<file path="src/rtl/current_trip_pkg.sv">
// Shared types, constants and sizing helpers for the overcurrent trip sequencer.
package current_trip_pkg;

  typedef enum logic [1:0] {
    IDLE    = 2'd0,
    RUN     = 2'd1,
    HOLDOFF = 2'd2,
    LATCH   = 2'd3
  } state_t;

  localparam int TRIP_CNT_W = 8;
  localparam logic [TRIP_CNT_W-1:0] TRIP_CNT_MAX = {TRIP_CNT_W{1'b1}};

  // Bits needed to hold every value from 0 up to max_val, never less than one.
  function automatic int cnt_width(input int max_val);
    return (max_val < 2) ? 1 : $clog2(max_val + 1);
  endfunction

  function automatic int max_int(input int a, input int b);
    return (a > b) ? a : b;
  endfunction

  // Trip counter increment that sticks at full scale instead of wrapping.
  function automatic logic [TRIP_CNT_W-1:0] sat_inc(input logic [TRIP_CNT_W-1:0] val);
    return (val == TRIP_CNT_MAX) ? val : val + 1'b1;
  endfunction

endpackage

</file>
<file path="src/rtl/trip_timer.sv">
// Loadable down-counter. Loading N gives done high N cycles later; done stays
// high once the count has drained to zero until the next load.
module trip_timer #(
  parameter int WIDTH = 8
) (
  input  logic             clk,
  input  logic             reset_n,
  input  logic             load,
  input  logic [WIDTH-1:0] load_val,
  output logic             done
);

  logic [WIDTH-1:0] count;

  // Load takes priority; otherwise count down and park at zero.
  always_ff @(posedge clk) begin
    if (!reset_n) begin
      count <= '0;
    end else if (load) begin
      count <= load_val;
    end else if (count != '0) begin
      count <= count - 1'b1;
    end
  end

  assign done = (count == '0);

endmodule

</file>
<file path="src/rtl/current_trip_ctrl.sv">
// Overcurrent protection sequencer: debounces the comparator flag, drops the
// load switch on a qualified trip, waits a hold-off, retries a bounded number
// of times and then latches off until software clears it.
// Optional inrush blanking window after each RUN entry: define CURRENT_TRIP_BLANK_EN.
module current_trip_ctrl
  import current_trip_pkg::*;
#(
  parameter int  DEBOUNCE_CYC = 16,
  parameter int  HOLDOFF_CYC  = 1000,
  parameter int  MAX_RETRY    = 3,
  parameter int  BLANK_CYC    = 64,
  localparam int RETRY_W      = cnt_width(MAX_RETRY)
) (
  input  logic                  clk,
  input  logic                  reset_n,
  input  logic                  over_thld,
  input  logic                  enable,
  input  logic                  clear,
  output logic                  power_en,
  output logic                  tripped,
  output logic                  latched,
  output logic [TRIP_CNT_W-1:0] trip_count,
  output logic [RETRY_W-1:0]    retry_cnt
`ifdef CURRENT_TRIP_BLANK_EN
  ,
  output logic                  blanking
`endif
);

  // One timer width is sized for the longer of the two windows so the hold-off
  // and blanking timers can share the same geometry.
  localparam int DEB_W = cnt_width(DEBOUNCE_CYC);
  localparam int TMR_W = cnt_width(max_int(HOLDOFF_CYC, BLANK_CYC));

  localparam logic [DEB_W-1:0]   DEB_LAST  = DEB_W'(DEBOUNCE_CYC - 1);
  localparam logic [TMR_W-1:0]   HOLD_LOAD = TMR_W'(HOLDOFF_CYC - 1);
  localparam logic [RETRY_W-1:0] RETRY_MAX = RETRY_W'(MAX_RETRY);

  state_t                  state;
  state_t                  state_next;
  logic [DEB_W-1:0]        deb_cnt;
  logic [DEB_W-1:0]        deb_next;
  logic [RETRY_W-1:0]      retry_next;
  logic [TRIP_CNT_W-1:0]   trip_next;
  logic                    trip_hit;
  logic                    hold_load;
  logic                    hold_done;
  logic                    blank_hold;

  // Hold-off timer is armed on the trip edge; it reads done on the edge that
  // ends the last hold-off cycle.
  trip_timer #(
    .WIDTH(TMR_W)
  ) u_hold_timer (
    .clk     (clk),
    .reset_n (reset_n),
    .load    (hold_load),
    .load_val(HOLD_LOAD),
    .done    (hold_done)
  );

`ifdef CURRENT_TRIP_BLANK_EN
  localparam logic [TMR_W-1:0] BLANK_LOAD = TMR_W'(BLANK_CYC - 1);

  logic run_entry;
  logic blank_done;
  logic blank_act;
  logic blank_act_next;

  assign run_entry = (state_next == RUN) && (state != RUN);

  trip_timer #(
    .WIDTH(TMR_W)
  ) u_blank_timer (
    .clk     (clk),
    .reset_n (reset_n),
    .load    (run_entry),
    .load_val(BLANK_LOAD),
    .done    (blank_done)
  );

  // Window opens on every RUN entry, closes when the timer drains or RUN is left.
  always_comb begin
    blank_act_next = 1'b0;
    if (run_entry) begin
      blank_act_next = 1'b1;
    end else if ((state == RUN) && (state_next == RUN) && blank_act && !blank_done) begin
      blank_act_next = 1'b1;
    end
  end

  // Register the window flag so the blanking output is glitch-free.
  always_ff @(posedge clk) begin
    if (!reset_n) begin
      blank_act <= 1'b0;
    end else begin
      blank_act <= blank_act_next;
    end
  end

  assign blank_hold = blank_act;
  assign blanking   = blank_act;
`else
  assign blank_hold = 1'b0;
`endif

  // Next-state, debounce and counter updates; clear always zeroes the trip
  // count, and only leaves a state when that state is LATCH.
  always_comb begin
    state_next = state;
    deb_next   = '0;
    retry_next = retry_cnt;
    trip_next  = trip_count;
    trip_hit   = 1'b0;
    hold_load  = 1'b0;

    if (clear) begin
      trip_next = '0;
    end

    unique case (state)
      IDLE: begin
        if (enable) begin
          state_next = RUN;
        end
      end

      RUN: begin
        if (!blank_hold && over_thld) begin
          if (deb_cnt == DEB_LAST) begin
            trip_hit = 1'b1;
          end else begin
            deb_next = deb_cnt + 1'b1;
          end
        end
        if (trip_hit && !clear) begin
          trip_next = sat_inc(trip_count);
        end
        if (!enable) begin
          state_next = IDLE;
          retry_next = '0;
        end else if (trip_hit) begin
          state_next = HOLDOFF;
          hold_load  = 1'b1;
        end
      end

      HOLDOFF: begin
        if (!enable) begin
          state_next = IDLE;
          retry_next = '0;
        end else if (hold_done) begin
          if (retry_cnt < RETRY_MAX) begin
            state_next = RUN;
            retry_next = retry_cnt + 1'b1;
          end else begin
            state_next = LATCH;
          end
        end
      end

      LATCH: begin
        if (clear) begin
          state_next = IDLE;
          retry_next = '0;
        end
      end

      default: begin
        state_next = IDLE;
      end
    endcase
  end

  // State and counter registers with synchronous active-low reset.
  always_ff @(posedge clk) begin
    if (!reset_n) begin
      state      <= IDLE;
      deb_cnt    <= '0;
      retry_cnt  <= '0;
      trip_count <= '0;
    end else begin
      state      <= state_next;
      deb_cnt    <= deb_next;
      retry_cnt  <= retry_next;
      trip_count <= trip_next;
    end
  end

  assign power_en = (state == RUN);
  assign tripped  = (state == HOLDOFF) || (state == LATCH);
  assign latched  = (state == LATCH);

endmodule

</file>
<file path="config.mk">
export PLATFORM = sky130hd
export DESIGN_NAME = current_trip_ctrl
export DESIGN_NICKNAME = d
export VERILOG_FILES = /design/src/rtl/current_trip_pkg.sv /design/src/rtl/trip_timer.sv /design/src/rtl/current_trip_ctrl.sv
export SDC_FILE = /design/constraint.sdc
export NUM_CORES = 1
export LEC_CHECK = 0
export CORE_AREA = 2 2 78 80
export CTS_CLUSTER_SIZE = 28
export DETAILED_ROUTE_END_ITERATION = 16
export DIE_AREA = 0 0 80 82
export SYNTH_ARGS = -nofsm -noshare
export SYNTH_HDL_FRONTEND = slang
export SYNTH_SLANG_ARGS = --single-unit
</file>
<file path="constraint.sdc">
create_clock -name clk -period 2.4 [get_ports clk]
set_clock_uncertainty 0.2 [all_clocks]
set_input_delay 0.6 -clock clk [delete_from_list [all_inputs] [get_ports clk]]
set_output_delay 0.6 -clock clk [all_outputs]
set_load 0.01 [all_outputs]
</file>
Yosys cells after proc, flatten, opt, wreduce, memory -nomap -nowiden --
Cells that the tools add are included.
Operators by class: add/subtract/negate cells 4, magnitude comparators 1, equality and inequality tests 12, muxes and demuxes 25, bitwise gates (word level) 3, reduce and logical (&&, ||, !) cells 12
Operators by type and width (number):
- 8-bit 2-to-1 mux | 4
- 2-bit 2-to-1 mux | 11
- 10-bit 2-to-1 mux | 2
- 10-bit logical NOT | 1
- 10-bit nonzero test | 1
- 10-bit by 1-bit subtractor with 10-bit output (second input constant) | 1
- 3-bit != test (second input constant) | 3
- 8-bit by 1-bit adder with 8-bit output (second input constant) | 1
- 8-bit == test (second input constant) | 1
- 2-bit case mux with 4 select lines | 1
- 1-bit 2-to-1 mux | 6
- 2-bit != test (second input constant) | 3
- 2-bit case mux with 3 select lines | 1
- 5-bit by 1-bit adder with 5-bit output (second input constant) | 1
- 5-bit by 4-bit == test with 1-bit output (second input constant) | 1
- 5-bit AND reduction | 1
- 2-bit == test (second input constant) | 2
- 4-bit AND reduction | 1
- 4-bit OR reduction | 1
- 3-bit by 2-bit != test with 1-bit output (second input constant) | 1
- 1-bit inverter | 3
- 3-bit nonzero test | 1
- 2-bit by 1-bit adder with 2-bit output (second input constant) | 1
- 2-bit by 1-bit == test with 1-bit output (second input constant) | 1
- other kinds (7) | 7
Storage, ports and cells: register bits after elaboration 27, input bits 5, output and inout port bits 13, logic and storage cells 63

Longest topological paths before layout --
Gate-level depths: netlist (run 1).
word-level depth 8, gate-level depth with buffers 7

Hierarchy --
From an unflattened synthesis (run 1), not the netlist that was laid out.
Unflattened totals: cell total of the unflattened synthesis 168, area, all modules 1480.2 um2
Modules (own cells, without submodules):
- current_trip_ctrl | instances 1, cells each 103, area an instance 907.1 um2
- trip_timer | instances 1, cells each 65, area an instance 573.0 um2

Least setup slack after synthesis (run 1) --
Ideal clock, no wire load.
kind register to register, from reg u_hold_timer.count[0], to reg u_hold_timer.count[6], arrival time 1.598 ns, data required time 2.074 ns, setup slack 0.477 ns, stages on the path, launching flop included 7, path buffers 0, clock period less this slack 1.923 ns, path through dfxtp_1 inv_1 ha_1 or3b_1 a2111oi_1 xnor2_1 a21oi_1
On the way: cells in the longest elaborated chain, start to end 3, elaborated cells on any way between the ends 5
Ends and longest elaborated chain:
- from (decl) | line trip_timer.sv:13 | logic [WIDTH-1:0] count;
- from (signal assigned) | line trip_timer.sv:20 | count <= load_val;
- from (signal assigned) | line trip_timer.sv:22 | count <= count - 1'b1;
- 10-bit by 1-bit subtractor with 10-bit output | line trip_timer.sv:22
- 10-bit 2-to-1 mux | line trip_timer.sv:21 | end else if (count != '0) begin
- 10-bit 2-to-1 mux | line trip_timer.sv:19 | end else if (load) begin
Several ways; a longest one is shown, not always the timed one. The select of a mux whose other input is x is not followed. A chain may end at the register's enable or synchronous reset.

Worst setup path after layout (run 1) --
from reg state[0], to out power_en
On the way: cells in the longest elaborated chain, start to end 1
Ends and longest elaborated chain:
- from (decl) | line current_trip_ctrl.sv:39 | state_t state;
- from (signal assigned) | line current_trip_ctrl.sv:183 | state <= state_next;
- 2-bit by 1-bit == test with 1-bit output | line current_trip_ctrl.sv:190 | assign power_en = (state == RUN);
- to (decl) | line current_trip_ctrl.sv:19 | output logic power_en,
No other way between the ends.

==> impl_metrics.json, run 1 <==
{
  "rows": 28,
  "synth_cell_types": 43,
  "final-hold-violation-count": 0,
  "place_inst": 252,
  "hpwl_um": 2103,
  "hold_slack_ps": 259.3,
  "synth_area_leaders": "dfxtp_1 (39%), ha_1 (5.4%), nor2_1 (4.3%), a21oi_1 (4.0%), xnor2_1 (3.8%)",
  "synth.area.mux_share": 0.02891,
  "holdBufCountCts": 0,
  "p_per_area_mw_per_mm2": 766.7,
  "fp.dieW_um": 80,
  "nets": 193,
  "min-delay-start": "deb_cnt[0]$_SDFF_PP0_",
  "synth_common_cells": "dfxtp_1 (27), nor2_1 (16), a21oi_1 (11)",
  "arrival_ps": 1420,
  "instances_no_fill": 256,
  "p_leak_nw": 0.5975,
  "ir_drop_mv": 0.2581,
  "power_mw": 1.310,
  "hold_class": "reg2reg",
  "dr.pass1.iters": 4,
  "area_delta_synth_final_pct": 23.40,
  "fmax_ghz": 0.4514,
  "wire_per_inst_um": 10.94,
  "io_pins": 18,
  "first_global_vias": 1144,
  "portBuffers": 17,
  "vias": 1177,
  "cp_data_required_time_ps": 1600,
  "post-route-drc-count": 0,
  "via_per_inst": 4.598,
  "async_flop_share": 0,
  "grt-ovfl-total": 0,
  "reg2regPathDepth": 7,
  "drt_iter0_markers": 54,
  "cp-start-kind": "flop",
  "ys_ff_latch": 27,
  "h-tree-depth": 1,
  "finalCriticalPeriod_ps": 2215,
  "crit_path_max_fanout": 8,
  "fill_cells": 641,
  "grt_max_degree": 17,
  "cpPeakStageDelay_ps": 540,
  "min_period_over_period": 0.9231,
  "status": "complete, no violations",
  "worstPathCellList": "inv_1 > nor2_1 > clkdlybuf4s50_1",
  "synth-simple-area-share": 0.2981,
  "grt_pass1_wl_um": 5009,
  "dieArea_mm2": 0.006560,
  "finalMaxSlewViolations": 0,
  "synth_area_leader_cell": "dfxtp_1",
  "r2r_end": "trip_count[7]$_SDFFE_PN0P_",
  "postRouteAntennaNets": 0,
  "fin_setup_tns_ps": 0,
  "cts_root_buf": "clkbuf_8",
  "synthAdderAreaFrac": 0.05420,
  "synth_top_family_by_area": "simple AND/OR/NAND/NOR gates",
  "synth_area_mm2": 0.001385,
  "r2r_slack_ps": 310,
  "die_h_um": 82,
  "synth_cells": 161,
  "syn-mean-instance-area_um2": 8.603,
  "r2r_start": "deb_cnt[0]$_SDFF_PP0_",
  "drive_above_1_share": 0.06077,
  "syn_nets": 172,
  "max_slew_margin": 0.7133,
  "clk_pin_slew_ps": 90,
  "cts.sinks": 27,
  "core_area_mm2": 0.005746,
  "synth_edf_count": 0,
  "start_util": 0.2411,
  "grt.total_usage": 0.09467,
  "maxCapViolations": 0,
  "clock_path_buffers": 2,
  "setup_viol": 0,
  "routed_wl_um": 2800,
  "yosysWarnings": 0,
  "worstMarginPinSlew_ps": 423.4,
  "end_kind": "primary output",
  "critical_path.slowest_cell": "clkdlybuf4s50_1",
  "ys.flop_type": "dfxtp_1",
  "synth_compound_area_frac": 0.1346,
  "gp_congestion": 0.7744,
  "synth_most_common_cell": "dfxtp_1",
  "tritoncts": "yes",
  "antenna_found_initial": 0,
  "antenna_cells": 0,
  "clock_latency_ps": 270,
  "cts_made_buffers": 3,
  "synth_xor_xnor_area_share": 0.06323,
  "worstSetupPathType": "reg2out",
  "worstHoldPathCells": 1,
  "worstHoldEndpoint": "deb_cnt[0]$_SDFF_PP0_",
  "grt_setup_unrepaired": "false",
  "netlist.area_leader.share": 0.3902,
  "yosysSeqAreaShare": 0.3902
}
## cell families after synthesis
logic type                 count (synthesis)
AOI/OAI and AO/OA                         30
xor gates and xnor gates                  10
adders and majority gates                  6
buffers and inverters                     11
DFF                                       27
muxes                                      4
and+or+nand+nor                           73
## cells in the final DEF, fill, tap and decap left out, types with 2 or more instances in the layout
cell	synthesis	routed
or4_1	2	2
nand2_1	10	10
clkbuf_8	0	3
a21oi_1	11	11
buf_4	0	4
nor3b_1	4	4
nand2b_1	5	5
ha_1	6	6
nand3_1	8	8
inv_1	5	5
nor2_1	16	16
xnor2_1	6	6
a211oi_1	4	4
o21ai_0	5	5
nor3_1	2	2
mux2i_1	4	4
or3_1	6	6
dfxtp_1	27	26
a31oi_1	2	2
clkdlybuf4s50_1	0	17
xor2_1	4	4
and2_1	3	3
nand4b_1	3	3
and3_1	4	4
## worst max-delay path by stage
stage | startpoint | endpoint | slack (ps) | cells past startpoint
after global routing | state[0]$_SDFFE_PN0P_ | power_en | 90 | 3
after detailed placement | over_thld | trip_count[4]$_SDFFE_PN0P_ | 130 | 5
after CTS | state[0]$_SDFFE_PN0P_ | power_en | 90 | 3
final | state[0]$_SDFFE_PN0P_ | power_en | 180 | 3
after global placement | over_thld | trip_count[7]$_SDFFE_PN0P_ | 140 | 5
after floorplan | u_hold_timer.count[0]$_SDFFE_PN0P_ | u_hold_timer.count[6]$_SDFFE_PN0P_ | 480 | 6
## critical path, delay by kind of cell, from the launching register on
| kind | cells | cell delay, ps |
|---|---|---|
| DFF | 1 | 400 |
| buffers and inverters | 2 | 630 |
| and+or+nand+nor | 1 | 110 |
## registers in the layout, summed over array words and instances, names as in the netlist
signal              flops
deb_cnt                 5
retry_cnt               2
trip_count              8
u_hold_timer.count     10
state                   2
## routing by layer
metal	vias up	global-route usage	part of all wire
met1	532	0.1257	0.52
li1	628	-	-
met3	5	0.01319	0.017
met5	-	0	0
met2	12	0.1500	0.45
met4	0	0.04746	0.019
## cell type report
type | count | area [um^2] | share of cell area
Multi-Input combinational cell | 123 | 802.0 | 0.4693
Sequential cell | 27 | 541.8 | 0.3170
Timing Repair Buffer | 21 | 200.2 | 0.1171
Tap cell | 75 | 93.84 | 0.05490
Clock buffer | 3 | 41.29 | 0.02416
Inverter | 6 | 22.52 | 0.01318
Clock inverter | 1 | 7.507 | 0.004392
## report_power, final
| group | switching [mW] | total [mW] | internal (mW) |
|---|---|---|---|
| sequential | 0.0583 | 0.565 | 0.506 |
| combinational | 0.236 | 0.481 | 0.245 |
| clock | 0.147 | 0.265 | 0.118 |
| total | 0.441 | 1.31 | 0.869 |
## repair_timing
item                                   CTS  global route
setup endpoints to repair                0             1
gates resized for setup                  0             1
endpoints found under the hold margin    0             0
buffers inserted                         0             0
## per-stage QoR
stage	setup slack (ps)	area, um^2	utilization
6_report	184.7	1709	0.2975
5_1_grt	92.19	1709	0.2975
4_1_cts	85.19	1708	0.2973
3_5_place_dp	126.4	1659	0.2888
3_3_place_gp	140.9	1659	0.2888
2_1_floorplan	476.7	1385	-
Note: power is estimated with default switching activity, not from simulation.
==> run 2: changes to the inputs <==
Settings changed: SLEW_MARGIN set to 40.
==> results of run 2 <==
Final layout, timing and power as in run 1 (identical DEF).
